File: src/rtl/grid_renderer_pkg.sv
// Shared types and constants for the grid renderer.
//   color_t      : 3-bit {r,g,b} palette, CL0..CL7
//   BLACK/WHITE/RED : named palette entries
//   rend_state_t : controller FSM state
//   COORD_W, ROW_W, COL_W : widths of the pixel and cell address ports
package grid_renderer_pkg;

    typedef enum logic [2:0] {
        CL0, CL1, CL2, CL3, CL4, CL5, CL6, CL7
    } color_t;

    localparam color_t BLACK = CL0;
    localparam color_t WHITE = CL7;
    localparam color_t RED   = CL4;

    typedef enum logic {
        ST_IDLE,
        ST_CLEAR
    } rend_state_t;

    localparam int COORD_W = 10;
    localparam int ROW_W   = 5;
    localparam int COL_W   = 4;

endpackage

File: src/rtl/grid_renderer_if.sv
// Bus bundle between a VGA/host side (master) and the grid renderer (slave).
//   pixel   : pix_en, x_in, y_in -> color_out
//   write   : wr_valid/wr_ready handshake with wr_row, wr_col, wr_color
//   control : clear_req -> busy
//   query   : rd_row, rd_col -> rd_color (one cycle later)
interface grid_renderer_if
    import grid_renderer_pkg::*;
#(
    parameter int CW = 3
);
    logic               pix_en;
    logic [COORD_W-1:0] x_in;
    logic [COORD_W-1:0] y_in;
    logic [CW-1:0]      color_out;

    logic               wr_valid;
    logic               wr_ready;
    logic [ROW_W-1:0]   wr_row;
    logic [COL_W-1:0]   wr_col;
    logic [CW-1:0]      wr_color;

    logic               clear_req;
    logic               busy;

    logic [ROW_W-1:0]   rd_row;
    logic [COL_W-1:0]   rd_col;
    logic [CW-1:0]      rd_color;

    modport master (
        output pix_en, x_in, y_in, wr_valid, wr_row, wr_col, wr_color,
               clear_req, rd_row, rd_col,
        input  color_out, wr_ready, busy, rd_color
    );

    modport slave (
        input  pix_en, x_in, y_in, wr_valid, wr_row, wr_col, wr_color,
               clear_req, rd_row, rd_col,
        output color_out, wr_ready, busy, rd_color
    );
endinterface

File: src/rtl/grid_cell_ram.sv
// Cell storage for the grid renderer: DEPTH cells of CW bits, row-major.
//   clk, rst_n        : clock, async active-low reset (clears every cell)
//   we/waddr/wdata    : single write port
//   re_a/raddr_a/rdata_a : pixel read port, registered, holds when re_a low
//   raddr_b/rdata_b   : query read port, registered every cycle
// Addresses >= DEPTH are a "no cell" sentinel: writes drop, reads give 0.
module grid_cell_ram #(
    parameter int DEPTH = 200,
    parameter int CW    = 3,
    parameter int AW    = $clog2(DEPTH + 1)
) (
    input  logic          clk,
    input  logic          rst_n,
    input  logic          we,
    input  logic [AW-1:0] waddr,
    input  logic [CW-1:0] wdata,
    input  logic          re_a,
    input  logic [AW-1:0] raddr_a,
    output logic [CW-1:0] rdata_a,
    input  logic [AW-1:0] raddr_b,
    output logic [CW-1:0] rdata_b
);
    localparam int IW = (DEPTH > 1) ? $clog2(DEPTH) : 1;
    localparam logic [AW-1:0] LIMIT = AW'(DEPTH);

    logic [CW-1:0] mem [DEPTH];

    // Reads see the contents from before this edge's write.
    always_ff @(posedge clk or negedge rst_n) begin
        if (!rst_n) begin
            for (int i = 0; i < DEPTH; i++) begin
                mem[i] <= '0;
            end
            rdata_a <= '0;
            rdata_b <= '0;
        end else begin
            if (we && (waddr < LIMIT)) begin
                mem[IW'(waddr)] <= wdata;
            end
            if (re_a) begin
                rdata_a <= (raddr_a < LIMIT) ? mem[IW'(raddr_a)] : '0;
            end
            rdata_b <= (raddr_b < LIMIT) ? mem[IW'(raddr_b)] : '0;
        end
    end
endmodule

File: src/rtl/grid_renderer.sv
// Playfield renderer: overlays a COLS x ROWS cell grid with 1-px grid lines
// onto a raster stream, with a handshaked cell-write port, a clear sweep and
// a one-cycle query port.
//   clk, rst_n : clock, async active-low reset
//   bus        : grid_renderer_if.slave (pixel, write, clear, query groups)
// Pixel pipeline: stage 1 steps the cell counters and reads the cell RAM,
// stage 2 picks background / line / cell colour into color_out.
//
// state    | meaning
// ---------+------------------------------------------------------------
// ST_IDLE  | accepting cell writes (wr_ready=1, busy=0)
// ST_CLEAR | zeroing one cell per cycle, row-major (wr_ready=0, busy=1)
module grid_renderer
    import grid_renderer_pkg::*;
#(
    parameter int COLS  = 10,
    parameter int ROWS  = 20,
    parameter int BLOCK = 15,
    parameter int X0    = 245,
    parameter int Y0    = 90,
    parameter int CW    = 3,
    parameter logic [CW-1:0] LINE_COLOR = CW'(WHITE),
    parameter logic [CW-1:0] BG_COLOR   = CW'(BLACK)
) (
    input logic           clk,
    input logic           rst_n,
    grid_renderer_if.slave bus
);
    localparam int DEPTH = ROWS * COLS;
    localparam int AW    = $clog2(DEPTH + 1);
    localparam int CNT_W = COORD_W;

    rend_state_t    state;
    logic [AW-1:0]  clr_addr;
    logic           busy_q;
    logic           wr_ready_q;

    logic [CNT_W-1:0] px, col, py, row;
    logic [CNT_W-1:0] px_nxt, col_nxt, py_nxt, row_nxt;
    logic             in_grid, line_nxt;
    logic             in_grid_q, line_q;
    logic [CW-1:0]    color_q;

    logic [AW-1:0]  pix_addr, wr_addr, rd_addr;
    logic           ram_we;
    logic [AW-1:0]  ram_waddr;
    logic [CW-1:0]  ram_wdata;
    logic [CW-1:0]  cell_pix, rd_data;

    // Counters follow the pixel presented this cycle; px/py are the offsets
    // inside the current cell, col/row the cell indices.
    always_comb begin
        px_nxt  = px;
        col_nxt = col;
        py_nxt  = py;
        row_nxt = row;
        if (int'(bus.x_in) == X0) begin
            px_nxt  = '0;
            col_nxt = '0;
            if (int'(bus.y_in) == Y0) begin
                py_nxt  = '0;
                row_nxt = '0;
            end else if (int'(bus.y_in) > Y0) begin
                if (int'(py) == BLOCK - 1) begin
                    py_nxt  = '0;
                    row_nxt = row + CNT_W'(1);
                end else begin
                    py_nxt = py + CNT_W'(1);
                end
            end
        end else if (int'(px) == BLOCK - 1) begin
            px_nxt  = '0;
            col_nxt = col + CNT_W'(1);
        end else begin
            px_nxt = px + CNT_W'(1);
        end
    end

    always_comb begin
        in_grid = (int'(bus.x_in) >= X0) && (int'(bus.x_in) < X0 + COLS * BLOCK) &&
                  (int'(bus.y_in) >= Y0) && (int'(bus.y_in) < Y0 + ROWS * BLOCK);
        line_nxt = (px_nxt == '0) || (py_nxt == '0) ||
                   (int'(bus.x_in) == X0 + COLS * BLOCK - 1) ||
                   (int'(bus.y_in) == Y0 + ROWS * BLOCK - 1);
    end

    // Counters run past the grid outside it; those positions map to the
    // sentinel address so the RAM returns 0 instead of aliasing a cell.
    always_comb begin
        pix_addr = AW'(DEPTH);
        if ((int'(row_nxt) < ROWS) && (int'(col_nxt) < COLS)) begin
            pix_addr = AW'(row_nxt) * AW'(COLS) + AW'(col_nxt);
        end
        wr_addr = AW'(DEPTH);
        if ((int'(bus.wr_row) < ROWS) && (int'(bus.wr_col) < COLS)) begin
            wr_addr = AW'(bus.wr_row) * AW'(COLS) + AW'(bus.wr_col);
        end
        rd_addr = AW'(DEPTH);
        if ((int'(bus.rd_row) < ROWS) && (int'(bus.rd_col) < COLS)) begin
            rd_addr = AW'(bus.rd_row) * AW'(COLS) + AW'(bus.rd_col);
        end
    end

    // The sweep owns the write port while clearing; a host write and the
    // clear request in the same cycle therefore land first, then get erased.
    always_comb begin
        ram_we    = (state == ST_CLEAR) || (bus.wr_valid && wr_ready_q);
        ram_waddr = (state == ST_CLEAR) ? clr_addr : wr_addr;
        ram_wdata = (state == ST_CLEAR) ? '0 : bus.wr_color;
    end

    always_ff @(posedge clk or negedge rst_n) begin
        if (!rst_n) begin
            state      <= ST_IDLE;
            clr_addr   <= '0;
            busy_q     <= 1'b0;
            wr_ready_q <= 1'b0;
        end else begin
            case (state)
                ST_IDLE: begin
                    wr_ready_q <= 1'b1;
                    busy_q     <= 1'b0;
                    if (bus.clear_req) begin
                        state      <= ST_CLEAR;
                        clr_addr   <= '0;
                        busy_q     <= 1'b1;
                        wr_ready_q <= 1'b0;
                    end
                end
                ST_CLEAR: begin
                    if (clr_addr == AW'(DEPTH - 1)) begin
                        state      <= ST_IDLE;
                        clr_addr   <= '0;
                        busy_q     <= 1'b0;
                        wr_ready_q <= 1'b1;
                    end else begin
                        clr_addr <= clr_addr + AW'(1);
                    end
                end
                default: state <= ST_IDLE;
            endcase
        end
    end

    always_ff @(posedge clk or negedge rst_n) begin
        if (!rst_n) begin
            px        <= '0;
            col       <= '0;
            py        <= '0;
            row       <= '0;
            in_grid_q <= 1'b0;
            line_q    <= 1'b0;
            color_q   <= BG_COLOR;
        end else if (bus.pix_en) begin
            px        <= px_nxt;
            col       <= col_nxt;
            py        <= py_nxt;
            row       <= row_nxt;
            in_grid_q <= in_grid;
            line_q    <= line_nxt;
            color_q   <= !in_grid_q ? BG_COLOR : (line_q ? LINE_COLOR : cell_pix);
        end
    end

    grid_cell_ram #(
        .DEPTH (DEPTH),
        .CW    (CW),
        .AW    (AW)
    ) u_cells (
        .clk     (clk),
        .rst_n   (rst_n),
        .we      (ram_we),
        .waddr   (ram_waddr),
        .wdata   (ram_wdata),
        .re_a    (bus.pix_en),
        .raddr_a (pix_addr),
        .rdata_a (cell_pix),
        .raddr_b (rd_addr),
        .rdata_b (rd_data)
    );

    assign bus.color_out = color_q;
    assign bus.wr_ready  = wr_ready_q;
    assign bus.busy      = busy_q;
    assign bus.rd_color  = rd_data;
endmodule

File: src/flat_wrapper.sv
// flat-port wrapper written by rule: the top's interface ports become plain ports
module grid_renderer_flat import grid_renderer_pkg::*;
#(
    parameter int COLS  = 10,
    parameter int ROWS  = 20,
    parameter int BLOCK = 15,
    parameter int X0    = 245,
    parameter int Y0    = 90,
    parameter int CW    = 3,
    parameter logic [CW-1:0] LINE_COLOR = CW'(WHITE),
    parameter logic [CW-1:0] BG_COLOR   = CW'(BLACK)
)
  (clk, rst_n, bus_pix_en, bus_x_in, bus_y_in, bus_wr_valid, bus_wr_row, bus_wr_col, bus_wr_color, bus_clear_req, bus_rd_row, bus_rd_col, bus_color_out, bus_wr_ready, bus_busy, bus_rd_color);
  grid_renderer_if #(.CW(CW)) bus_i ();
  input logic clk;
  input logic rst_n;
  input wire logic [$bits(bus_i.pix_en)-1:0] bus_pix_en;
  input wire logic [$bits(bus_i.x_in)-1:0] bus_x_in;
  input wire logic [$bits(bus_i.y_in)-1:0] bus_y_in;
  input wire logic [$bits(bus_i.wr_valid)-1:0] bus_wr_valid;
  input wire logic [$bits(bus_i.wr_row)-1:0] bus_wr_row;
  input wire logic [$bits(bus_i.wr_col)-1:0] bus_wr_col;
  input wire logic [$bits(bus_i.wr_color)-1:0] bus_wr_color;
  input wire logic [$bits(bus_i.clear_req)-1:0] bus_clear_req;
  input wire logic [$bits(bus_i.rd_row)-1:0] bus_rd_row;
  input wire logic [$bits(bus_i.rd_col)-1:0] bus_rd_col;
  output wire logic [$bits(bus_i.color_out)-1:0] bus_color_out;
  output wire logic [$bits(bus_i.wr_ready)-1:0] bus_wr_ready;
  output wire logic [$bits(bus_i.busy)-1:0] bus_busy;
  output wire logic [$bits(bus_i.rd_color)-1:0] bus_rd_color;
  assign bus_i.pix_en = bus_pix_en;
  assign bus_i.x_in = bus_x_in;
  assign bus_i.y_in = bus_y_in;
  assign bus_i.wr_valid = bus_wr_valid;
  assign bus_i.wr_row = bus_wr_row;
  assign bus_i.wr_col = bus_wr_col;
  assign bus_i.wr_color = bus_wr_color;
  assign bus_i.clear_req = bus_clear_req;
  assign bus_i.rd_row = bus_rd_row;
  assign bus_i.rd_col = bus_rd_col;
  assign bus_color_out = bus_i.color_out;
  assign bus_wr_ready = bus_i.wr_ready;
  assign bus_busy = bus_i.busy;
  assign bus_rd_color = bus_i.rd_color;
  grid_renderer #(.COLS(COLS), .ROWS(ROWS), .BLOCK(BLOCK), .X0(X0), .Y0(Y0), .CW(CW), .LINE_COLOR(LINE_COLOR), .BG_COLOR(BG_COLOR)) u_core (.clk(clk), .rst_n(rst_n), .bus(bus_i));
endmodule
File: config.mk
export PLATFORM = sky130hd
export DESIGN_NAME = grid_renderer_flat
export DESIGN_NICKNAME = d
export VERILOG_FILES = /design/src/rtl/grid_renderer_pkg.sv /design/src/rtl/grid_renderer_if.sv /design/src/rtl/grid_cell_ram.sv /design/src/rtl/grid_renderer.sv /design/src/flat_wrapper.sv
export SDC_FILE = /design/constraint.sdc
export NUM_CORES = 2
export LEC_CHECK = 0
export ABC_AREA = 1
export CAP_MARGIN = 20
export CORE_MARGIN = 2
export CORE_UTILIZATION = 55
export CTS_BUF_LIST = sky130_fd_sc_hd__clkbuf_8 sky130_fd_sc_hd__clkbuf_16
export CTS_CLUSTER_DIAMETER = 200
export DETAILED_ROUTE_END_ITERATION = 6
export MAX_ROUTING_LAYER = met4
export PLACE_DENSITY = 0.68
export SLEW_MARGIN = 30
export SYNTH_ARGS = -nofsm -noshare
export SYNTH_HDL_FRONTEND = slang
export SYNTH_HIERARCHICAL = 1
export SYNTH_SLANG_ARGS = --single-unit
File: constraint.sdc
create_clock -name clk -period 10.58 [get_ports clk]
set_input_delay 1.587 -clock clk [delete_from_list [all_inputs] [get_ports clk]]
set_output_delay 1.587 -clock clk [all_outputs]
set_load 0.01 [all_outputs]
Word level (Yosys, flattened, before mapping)
Index checks and enable logic that the tools add are counted.
- word-level logic and storage cells: 311
- output and inout port bits: 8
- register bits: 662
- input bits: 46
- add/subtract/negate cells: 8
- order comparisons: 18
- equality and inequality tests: 9
- muxes and demuxes: 41
- reductions and logical operators: 15
- bitwise logic cells: 4
- $mul: 3
- operators by type and width (cell ; number):
    600-bit bitwise mux ; 1
    10-bit two-way mux ; 12
    3-bit binary-select mux with 8-bit select ; 2
    8-bit two-way mux ; 6
    10-bit by 1-bit adder with 10-bit output (second input constant) ; 4
    3-bit two-way mux ; 10
    9-bit >= comparator (second input constant) ; 3
    8-bit inverter with 9-bit output ; 3
    3-bit demux with 8-bit select ; 1
    8-bit < comparator (second input constant) ; 3
    10-bit == test (second input constant) ; 2
    10-bit by 5-bit == test with 1-bit output (second input constant) ; 2
    10-bit zero test ; 2
    10-bit by 9-bit < comparator with 1-bit output (second input constant) ; 2
    8-bit by 4-bit adder with 8-bit output ; 2
    8-bit one-hot mux with 2 select lines ; 1
    5-bit by 3-bit multiplier with 7-bit output (second input constant) ; 2
    10-bit by 8-bit == test with 1-bit output (second input constant) ; 1
    10-bit by 9-bit == test with 1-bit output (second input constant) ; 1
    10-bit by 7-bit >= comparator with 1-bit output (second input constant) ; 1
    10-bit by 8-bit >= comparator with 1-bit output (second input constant) ; 1
    10-bit by 7-bit > comparator with 1-bit output (second input constant) ; 1
    10-bit by 4-bit < comparator with 1-bit output (second input constant) ; 1
    10-bit by 5-bit < comparator with 1-bit output (second input constant) ; 1
    other kinds (13) ; 33

Longest topological paths before layout
- depth after elaboration: 13
- gate-level depth with buffers: 33
- mapped depth without buffers: 33

By module
The synthesis kept the hierarchy.
- modules (own cells, without submodules) (module ; cells each ; instances ; area each (sq um) ; sequential area each (sq um)):
    grid_cell_ram ; 4886 ; 1 ; 34251.6 ; 15164.5
    grid_renderer ; 812 ; 1 ; 5336.4 ; 1401.3

Worst setup path after synthesis
OpenSTA, ideal clock, no wires.
- kind: input port to flip-flop
- start point: input port bus_x_in[3]
- end point: register u_core.u_cells.rdata_a[0]
- library setup time: 0.065 ns
- required time: 10.515 ns
- buffers on the path: 1
- slack: 4.961 ns
- arrival time: 5.554 ns
- stages: 27
- cells stage by stage: inv_2 -> nand2_1 -> nor2_1 -> nand2_1 -> nor2_4 -> buf_6 -> nand4_1 -> a211oi_1 -> ha_1 -> ha_1 -> fa_1 -> xor2_1 -> ha_1 -> nand2_1 -> inv_1 -> nand4_1 -> o211ai_1 -> or2_2 -> nand2_1 -> or2_2 -> nand2_1 -> nand2_1 -> nand2_1 -> nand3_1 -> a31oi_1 -> nand3_1 -> nand2_1
- longest elaborated chain between the ends: 10
- elaborated cells on any way between the ends: 15
- those cells by class: 1 x add/sub; 1 x mul; 3 x order compare; 1 x eq/ne; 7 x mux; 1 x bitwise; 1 x reduce/logical
- RTL lines (element ; RTL line ; RTL):
    start, declared ; flat_wrapper.sv:18 ; input wire logic [$bits(bus_i.x_in)-1:0] bus_x_in;
    10-bit by 9-bit == test with 1-bit output * ; grid_renderer.sv:57 ; if (int'(bus.x_in) == X0) begin
    10-bit two-way mux * ; grid_renderer.sv:57 ;
    named net u_core.row_nxt[1] ; grid_renderer.sv:39 ; logic [CNT_W-1:0] px_nxt, col_nxt, py_nxt, row_nxt;
    8-bit by 3-bit multiplier with 7-bit output / 10-bit by 5-bit < comparator with 1-bit output (equally long branches) ; grid_renderer.sv:92, grid_renderer.sv:91 ;
    8-bit adder / 1-bit logical AND (equally long branches) ; grid_renderer.sv:92, grid_renderer.sv:91 ;
    8-bit two-way mux * ; grid_renderer.sv:91 ; if ((int'(row_nxt) < ROWS) && (int'(col_nxt) < COLS)) begin
    named net u_core.pix_addr[7] ; grid_renderer.sv:44 ; logic [AW-1:0] pix_addr, wr_addr, rd_addr;
    8-bit inverter with 9-bit output (implied by the code) ; grid_cell_ram.sv:41 ; rdata_a <= (raddr_a < LIMIT) ? mem[IW'(raddr_a)] : '0;
    3-bit binary-select mux with 8-bit select ; grid_cell_ram.sv:41 ;
    3-bit two-way mux (implied by the code) (2 in a row) ; grid_cell_ram.sv:41 ;
    3-bit two-way mux * ; grid_cell_ram.sv:41 ;
    end signal, assigned ; grid_cell_ram.sv:41 ;
    end, declared ; grid_cell_ram.sv:19 ; output logic [CW-1:0] rdata_a,
Mark *: on every way through the listed nets, which the timed path passes. The rest lies on a longest branch. The select of a mux whose other input is x is not followed.
A chain may end at the register's enable or synchronous reset.

Worst setup path after layout
- start point: input port bus_x_in[6]
- end point: register u_core.u_cells.rdata_a[0]
The elaborated chain is that of the path after synthesis.

==> results.yml <==
outcome:
  outcome: "finished, final reports clean"
setup_path:
  worst-path-buf-inv: 4
  cp_slowest_cell: "a211oi_1"
  critPathKind: "input port to flip-flop"
  slowest_delay_ps: 650
  start_kind: "input port"
  cp-end-kind: "flip-flop"
  path_max_fanout: 12
  crit_family: "simple AND/OR/NAND/NOR gates"
  critPathRequiredTime_ps: 11110
  cp_common_cell: "nand2_1"
  cp_data_arrival_time_ps: 7140
global_route:
  grt_overflow: 0
  antenna_found_initial: 3
  grt_pass1_vias: 36300
  grt_pass1_wl_um: 211000
  grt_max_degree: 204
  track_usage_pct: 37.4
layout:
  area_growth_pct: 8.68
  seq_area_mm2: 0.0166
  drive_gt1_share_pct: 4.81
  multi_input_area_mm2: 0.0201
  fillerInstances: 6741
  final_common_cell: "nand2_1"
  mostFrequentLayoutCells: "nand2_1 (1854), o21ai_0 (891), nand3_1 (667), dfrtp_1 (662), inv_1 (360)"
  nNetsFinal: 5630
yosys:
  synthArstFlopShare_pct: 100
  synth_cell_type_count: 47
  synth_flop_cell: "dfrtp_1"
  postSynthCellCount: 5698
  syn_area_per_cell_um2: 6.95
  seq_area_frac_synth_pct: 41.8
  ys_ff_latch: 662
  synth_edf_count: 0
  synth_nets: 5788
  yosysWarningCount: 6
  synth.cell_area_mm2: 0.0396
clocking:
  cts.path.max_buffers: 3
  cts.reportedPaths.clkPinSlew_ps: 60
  ctsHoldBuffers: 0
  cts-root-buf: "clkbuf_16"
  cts_resized: 0
  cts_inserted_buffers: 76
  insertion_delay_ps: 640
  clock-sinks: 662
  tritoncts: "built"
  post_cts_buffers: 0
  htree_levels: 3
timing:
  finalCriticalPeriod_ps: 6610
  skew_ps: 20.3
  final_max_slew_viol_count: 0
  setup_viol: 0
  max_slew_margin_pct: 31.0
  tns_ps: 0
  worst_pin_slew_ps: 1030
  max_freq_ghz: 0.151
  rsz0062_at_grt: "no"
  fin_crit_sh_pct: 62.5
  report.final.hold_viol_count: 0
  finalWorstSetupSlack_ps: 3970
detailed_routing:
  via_per_inst: 5.98
  final_antenna_net_count: 0
  wirelength_um: 135000
  drt_iter0_drc: 4550
  remaining_drc_errors: 0
  vias: 39200
  wl_per_cell_um: 20.6
  first_pass_iters: 6
pwr:
  p_switching_uw: 2840
  combPwrFrac_pct: 30.1
  p_clk_share_pct: 35.5
  p_int_uw: 4810
  powerDensity_mw_per_mm2: 178
  switching_share_pct: 37.2
  p_leak_uw: 0.0186
  peakVddDrop_mv: 0.155
  seq_power_share_pct: 34.4
die:
  die_h_um: 272
  die_x_um: 272
  num_rows: 98
  initial_utilization_pct: 55.5
  die-area_mm2: 0.0741
  ios: 54
  core_area_mm2: 0.0714
place:
  place_ws_ps: 3340
  gp_congestion: 0.926
  port_buffers: 53
  detailedPlacementHpwl_um: 81900
min_path:
  hold_path_class: "flip-flop to flip-flop"
flow_run:
  max-cap-violations: 0
[final cells by class]
type | count | area share, %
Multi-Input combinational cell | 4311 | 46.7
Sequential cell | 662 | 38.5
Clock buffer | 87 | 4.82
Inverter | 370 | 3.30
Timing Repair Buffer | 119 | 2.77
Tap cell | 950 | 2.76
Clock inverter | 48 | 1.09
Antenna cell | 2 | 0.0116
[cell usage after synthesis, types with 2 or more instances]
cell type	number	area share [%]
o21ai_0	893	11
a21oi_1	212	2.7
o31ai_1	4	0.076
inv_1	344	3.3
xnor2_1	7	0.15
nand4_2	2	0.063
inv_2	18	0.17
a21o_1	4	0.076
clkbuf_1	148	1.4
fa_1	6	0.30
nor4_4	3	0.16
buf_1	23	0.22
nand3_2	7	0.18
nand3b_1	2	0.038
clkinv_1	8	0.076
or2_2	4	0.063
o21ai_1	13	0.16
xor2_1	14	0.31
nor3b_1	2	0.038
nor3_1	13	0.16
buf_2	158	2.0
buf_6	5	0.14
nor2_1	346	3.3
nand3_1	668	8.4
ha_1	38	1.2
nand2_2	5	0.079
nor2_2	12	0.19
o21bai_1	2	0.038
nand2_1	1854	18
nand4_1	29	0.46
nand2_4	3	0.085
a31oi_1	4	0.063
o211ai_1	109	2.1
buf_4	21	0.40
o32ai_1	2	0.044
o22ai_1	8	0.13
nor3_2	8	0.20
nor2_4	3	0.085
o221ai_1	27	0.60
dfrtp_1	662	42
[tightest hold or removal path, stage by stage, from the launching register on]
cell and delay [ps]:
dfrtp_1 340, nand2_1 50, o21ai_0 60
[logic make-up after synthesis]
| kind of cell | after synthesis | share of synthesized area [%] |
|---|---|---|
| and+or+nand+nor | 2963 | 31.2 |
| AOI/OAI and AO/OA | 1283 | 17.3 |
| adders and majority gates | 44 | 1.50 |
| DFF | 662 | 41.8 |
| buffers and inverters | 725 | 7.67 |
| xor gates and xnor gates | 21 | 0.465 |
[sequential cells by signal, summed over array words and instances (netlist names)]
signal,count
u_core/u_cells/mem,600
u_core/col,10
u_core/px,10
u_core/py,10
u_core/row,10
u_core/clr_addr,8
u_core/bus.color_out,3
u_core/u_cells/rdata_a,3
u_core/u_cells/rdata_b,3
u_core/bus.busy,1
u_core/bus.wr_ready,1
u_core/in_grid_q,1
u_core/line_q,1
u_core/state,1
[power groups by stage]
| stage | registers, uW | clock network, uW | logic [uW] |
|---|---|---|---|
| global placement | 2670 | 0 | 2210 |
| floorplan | 2650 | 0 | 1500 |
| detailed placement | 2670 | 0 | 2220 |
| global route | 2640 | 2850 | 2470 |
| finish | 2630 | 2720 | 2300 |
| CTS | 2630 | 2750 | 2230 |
[stage by stage]
| step | power (uW) | std cells | utilization [%] | area, um^2 | hold slack (ps) |
|---|---|---|---|---|---|
| 4_1_cts | 7620 | 6544 | 60.2 | 42900 | 487 |
| 2_1_floorplan | 4160 | 5698 | - | 39600 | 450 |
| 5_1_grt | 7960 | 6549 | 60.3 | 43000 | 496 |
| 6_report | 7650 | 6549 | 60.3 | 43000 | 483 |
| 3_5_place_dp | 4900 | 6409 | 56.6 | 40400 | 473 |
| 3_3_place_gp | 4890 | 6408 | 56.6 | 40400 | 465 |
[final timing paths]
path,cells after the start,endpoint,slack (ps),start
min,2,u_core/u_cells/mem[594],480,u_core/u_cells/mem[594]
max in group asynchronous,3,u_core/row[2],7550,rst_n
max reg2reg,29,u_core/u_cells/rdata_a[0],4920,u_core/py[0]
min in group asynchronous,1,u_core/u_cells/mem[252],940,rst_n
min reg2reg,2,u_core/u_cells/mem[594],480,u_core/u_cells/mem[594]
max,28,u_core/u_cells/rdata_a[0],3970,bus_x_in[6]
[per-layer routing]
metal	vias up	share of wire (%)	GRT usage [%]
li1	18500	-	-
met1	18300	42	50.3
met2	1932	43	54.6
met3	395	9.7	6.59
met4	0	5.3	18.5
met5	-	0	-
No activity file was read; power rests on OpenSTA's default activity.
